<file path="config.mk">
export PLATFORM = sky130hd
export DESIGN_NAME = cache_req_arbiter
export DESIGN_NICKNAME = d
export VERILOG_FILES = /design/src/rtl/cache_req_arbiter.sv
export SDC_FILE = /design/constraint.sdc
export NUM_CORES = 1
export LEC_CHECK = 0
export ABC_CLOCK_PERIOD_IN_PS = 1800
export CAP_MARGIN = 20
export CORE_AREA = 2 2 115 117
export CTS_CLUSTER_SIZE = 16
export DETAILED_ROUTE_END_ITERATION = 6
export DIE_AREA = 0 0 117 119
export GPL_ROUTABILITY_DRIVEN = 0
export PLACE_DENSITY = 0.8
export SLEW_MARGIN = 20
export SYNTH_ARGS = -nofsm -noshare
export SYNTH_HDL_FRONTEND = slang
export SYNTH_SLANG_ARGS = --single-unit
</file>
<file path="constraint.sdc">
create_clock -name clk -period 1.8 [get_ports clk]
set_clock_uncertainty 0.15 [all_clocks]
set_input_delay 0.18 -clock clk [delete_from_list [all_inputs] [get_ports clk]]
set_output_delay 0.18 -clock clk [all_outputs]
set_load 0.005 [all_outputs]
</file>
<file path="src/rtl/cache_req_arbiter.sv">
// Round-robin arbiter sharing one single-request cache controller among NUM_REQ requesters.
// Optional WAIT-state timeout is enabled by defining CACHE_ARB_TIMEOUT_EN.
module cache_req_arbiter #(
  parameter int NUM_REQ = 2,
  parameter int ADDR_W  = 32,
  parameter int DATA_W  = 32,
  parameter int TIMEOUT = 255,
  localparam int GID_W  = $clog2(NUM_REQ)
) (
  input  logic                      clk,
  input  logic                      rst,
  input  logic [NUM_REQ-1:0]        req_valid_i,
  input  logic [NUM_REQ-1:0]        req_type_i,
  input  logic [NUM_REQ*ADDR_W-1:0] req_addr_i,
  input  logic [NUM_REQ*DATA_W-1:0] req_wdata_i,
  output logic [NUM_REQ-1:0]        req_ready_o,
  output logic [NUM_REQ-1:0]        resp_done_o,
  output logic                      resp_err_o,
  output logic [DATA_W-1:0]         resp_rdata_o,
  output logic [GID_W-1:0]          grant_id_o,
  output logic                      cache_req_valid,
  output logic                      cache_req_type,
  output logic [ADDR_W-1:0]         cache_addr,
  output logic [DATA_W-1:0]         cache_wdata,
  input  logic                      done_cache,
  input  logic [DATA_W-1:0]         cache_rdata,
  output logic                      timeout_err_o
);

  typedef enum logic [1:0] {S_IDLE, S_ISSUE, S_WAIT} state_t;

  state_t                           state;
  logic [GID_W-1:0]                 rr_ptr;
  logic [GID_W-1:0]                 sel;
  logic                             sel_v;
  logic [GID_W-1:0]                 nxt_ptr;
  logic [NUM_REQ-1:0][ADDR_W-1:0]   addr_a;
  logic [NUM_REQ-1:0][DATA_W-1:0]   wdata_a;

  assign addr_a  = req_addr_i;
  assign wdata_a = req_wdata_i;
  assign nxt_ptr = (grant_id_o == GID_W'(NUM_REQ-1)) ? '0 : grant_id_o + 1'b1;

  // First valid requester at or after rr_ptr, wrapping.
  always_comb begin
    int j;
    sel   = '0;
    sel_v = 1'b0;
    j     = 0;
    for (int k = 0; k < NUM_REQ; k++) begin
      j = (int'(rr_ptr) + k) % NUM_REQ;
      if (!sel_v && req_valid_i[j[GID_W-1:0]]) begin
        sel_v = 1'b1;
        sel   = j[GID_W-1:0];
      end
    end
  end

  // Accept is combinational; reset suppresses it since nothing is latched that cycle.
  always_comb begin
    req_ready_o = '0;
    if (state == S_IDLE && sel_v && !rst)
      req_ready_o = NUM_REQ'(1) << sel;
  end

`ifdef CACHE_ARB_TIMEOUT_EN
  localparam int CNT_W = (TIMEOUT > 255) ? 16 : 8;
  logic [CNT_W-1:0] wait_cnt;
`else
  assign resp_err_o    = 1'b0;
  assign timeout_err_o = 1'b0;
`endif

  always_ff @(posedge clk) begin
    if (rst) begin
      state           <= S_IDLE;
      rr_ptr          <= '0;
      grant_id_o      <= '0;
      cache_req_valid <= 1'b0;
      cache_req_type  <= 1'b0;
      cache_addr      <= '0;
      cache_wdata     <= '0;
      resp_done_o     <= '0;
      resp_rdata_o    <= '0;
`ifdef CACHE_ARB_TIMEOUT_EN
      resp_err_o      <= 1'b0;
      timeout_err_o   <= 1'b0;
      wait_cnt        <= '0;
`endif
    end else begin
      resp_done_o <= '0;
`ifdef CACHE_ARB_TIMEOUT_EN
      resp_err_o  <= 1'b0;
`endif
      case (state)
        S_IDLE: begin
          if (sel_v) begin
            cache_req_type  <= req_type_i[sel];
            cache_addr      <= addr_a[sel];
            cache_wdata     <= wdata_a[sel];
            grant_id_o      <= sel;
            cache_req_valid <= 1'b1;
            state           <= S_ISSUE;
          end
        end
        S_ISSUE: begin
          cache_req_valid <= 1'b0;
          state           <= S_WAIT;
`ifdef CACHE_ARB_TIMEOUT_EN
          wait_cnt        <= '0;
`endif
        end
        S_WAIT: begin
          // cache_* registers are left untouched: the controller re-reads them during refill.
          if (done_cache) begin
            resp_rdata_o <= cache_rdata;
            resp_done_o  <= NUM_REQ'(1) << grant_id_o;
            rr_ptr       <= nxt_ptr;
            state        <= S_IDLE;
          end
`ifdef CACHE_ARB_TIMEOUT_EN
          else if (wait_cnt == CNT_W'(TIMEOUT-1)) begin
            resp_rdata_o  <= '0;
            resp_done_o   <= NUM_REQ'(1) << grant_id_o;
            resp_err_o    <= 1'b1;
            timeout_err_o <= 1'b1;
            rr_ptr        <= nxt_ptr;
            state         <= S_IDLE;
          end else begin
            wait_cnt <= wait_cnt + 1'b1;
          end
`endif
        end
        default: state <= S_IDLE;
      endcase
    end
  end

endmodule

</file>
==> metrics.yaml <==
status: "finished, final reports clean"
hold_ws_ns: 0.239
h-tree-depth: 3
drt_pass1_iterations: 6
async_flop_share_pct: 0
clockBufferDepth: 2
fin_crit_sh_pct: 95.9
root_buffer: "clkbuf_16"
postSynthCellCount: 557
path_cells: "nand2b_2 -> a211oi_2 -> dlygate4sd2_1"
synth_ff_type: "dfxtp_1"
ys_seq_area_share_pct: 43.1
yosysTopAreaCell: "dfxtp_1"
p_leak_nw: 2.70
hold_violations: 0
cts_tree: "built"
synth_cell_types: 29
netlist_area_um2: 4830
period_needed_ns: 1.73
cpLargestDelayFamily: "flip-flops"
final_cells: 971
ys.warnings.count: 0
worst-path-buf-inv: 1
die-area_um2: 13900
synth_edf_count: 0
timing.fmax_mhz: 579
drt_wl_total_mm: 17.1
avgRoutedWirePerCell_um: 17.6
place_inst: 953
critical_path.startpoint: "rr_ptr"
nNetsFinal: 957
synthTopCellsByCount: "104 x dfxtp_1, 100 x a21oi_1, 66 x nand2_1, 66 x nand3_1, 61 x o21ai_0"
cts_buffers: 9
synth_most_common_cell: "dfxtp_1"
min_path_type: "in -> reg"
slew-limit-headroom_pct: 59.1
cts.sinks: 104
r2r-start: "state[0]"
placementRows: 42
area_growth_pct: 66.7
ir_drop_mv: 0.633
io_buffers: 269
grt.total_usage_pct: 23.4
rsz0062_at_grt: "no"
via_per_inst: 5.43
grt_max_degree: 105
postRouteAntennaNets: 0
slowest_delay_ns: 0.35
num_vias: 5274
postCtsHoldBufs: 0
synth_area_leaders: "dfxtp_1 43%, a311oi_2 16%, a21oi_1 10%"
grt-ovfl-total: 0
n_antenna_cell: 0
finalSetupViolCount: 0
grt_pass1_wl_mm: 25.8
insertion_delay_ns: 0.33
worstPathArrival_ns: 1.40
maxSlewViolCount: 0
ios: 272
ys_seq_elements: 104
avgSynthCellArea_um2: 8.67
cp-start-kind: "flip-flop"
path_clk_slew_ns: 0.07
drv_cap: 0
antenna_found_initial: 0
die_width_um: 117
hold_path_startpoint: "cache_rdata[25]"
drc: 0
core_um2: 12900
die_h_um: 119
yosys.area.top_type_share_pct: 43.1
path_class: "reg -> out"
cp_slowest_cell: "dfxtp_1"
cp_max_fo: 3
dp_hpwl_mm: 11.7
grt_pass1_vias: 5165
power_density_nw_per_um2: 816
start_util_pct: 37.5
tightestPinTransition_ns: 0.614
cp-end-kind: "output port"
drive_above_1_share_pct: 13.2
detail_route.iter0.violations: 379
critPathRequiredTime_ns: 1.47
[path summary, 6_finish.rpt]
path,endpoint,slack (ns),cells past startpoint
setup / recovery,req_ready_o[0],0.07,3
hold / removal,resp_rdata_o[25],0.24,3
setup reg to reg,cache_addr[20],0.09,6
hold reg to reg,resp_rdata_o[21],0.30,2
[power breakdown]
group,internal (W),switching [W]
combinational,0.00103,0.000789
sequential,0.00251,0.000122
clock,0.00123,0.000885
total,0.00478,0.00179
[layer usage]
layer / up-vias / routed length (um) / global-route usage (%)
li1: 2522 / - / -
met1: 2474 / 6860 / 27.6
met2: 251 / 8270 / 39.1
met3: 27 / 1590 / 7.68
met4: 0 / 379 / 8.97
met5: - / 0 / 0
[stage by stage]
stage / util [%] / area, um^2 / TNS [ns] / setup slack, ns / total power [W]
2_1_floorplan: - / 4830 / 0 / 0.264 / 0.00347
3_3_place_gp: 59.6 / 7670 / -7.67 / -0.217 / 0.00443
3_5_place_dp: 59.6 / 7670 / -9.64 / -0.321 / 0.00446
4_1_cts: 62.3 / 8020 / 0 / 0.0200 / 0.00660
5_1_grt: 62.5 / 8050 / 0 / 0.000561 / 0.00688
6_report: 62.5 / 8050 / 0 / 0.0743 / 0.00657
[cells in the final DEF (no fill, tap or decap), types with 4 or more instances in the layout]
cell type / instances
nand3_1: 66
clkbuf_16: 10
o21ai_0: 61
buf_12: 6
o21ai_1: 4
a311oi_2: 50
dfxtp_1: 102
clkdlybuf4s50_1: 265
buf_4: 17
nand2_1: 65
a311oi_1: 15
a21oi_1: 100
[logic make-up after synthesis]
logic type / synth area share [%]
and+or+nand+nor: 13.8
other: 0.0776
AOI/OAI and AO/OA: 35.9
DFF: 43.1
buffers and inverters: 7.15
[cell type report]
cell class,count,area (um^2)
fillers,1041,4820
clock inverters,7,103
flip-flops and latches,104,2080
inverters,1,3.75
repair buffers,293,2980
well taps,176,220
clock buffers,9,225
multi-input cells,381,2440
[worst register-to-register path: cells and delay by family, from the launching register on]
family                 cells  cell delay [ns]
buffers and inverters      3             0.57
AO/OA/AOI/OAI              1             0.16
flip-flops                 1             0.35
AND/OR/NAND/NOR            2             0.34
[registers in the layout, summed over array words and instances (netlist names)]
signal,count
cache_addr,32
cache_req_type,1
cache_req_valid,1
cache_wdata,32
grant_id_o,1
resp_done_o,2
resp_rdata_o,32
rr_ptr,1
state,2
[what timing repair did]
action                     4_1_cts  5_1_grt
hold endpoints to repair         0        0
cloned                           0        1
buffers inserted                 1        0
setup endpoints to repair        2       63
resized for setup                7        2
pin swaps                        2        1
(Power assumes the default switching activity.)
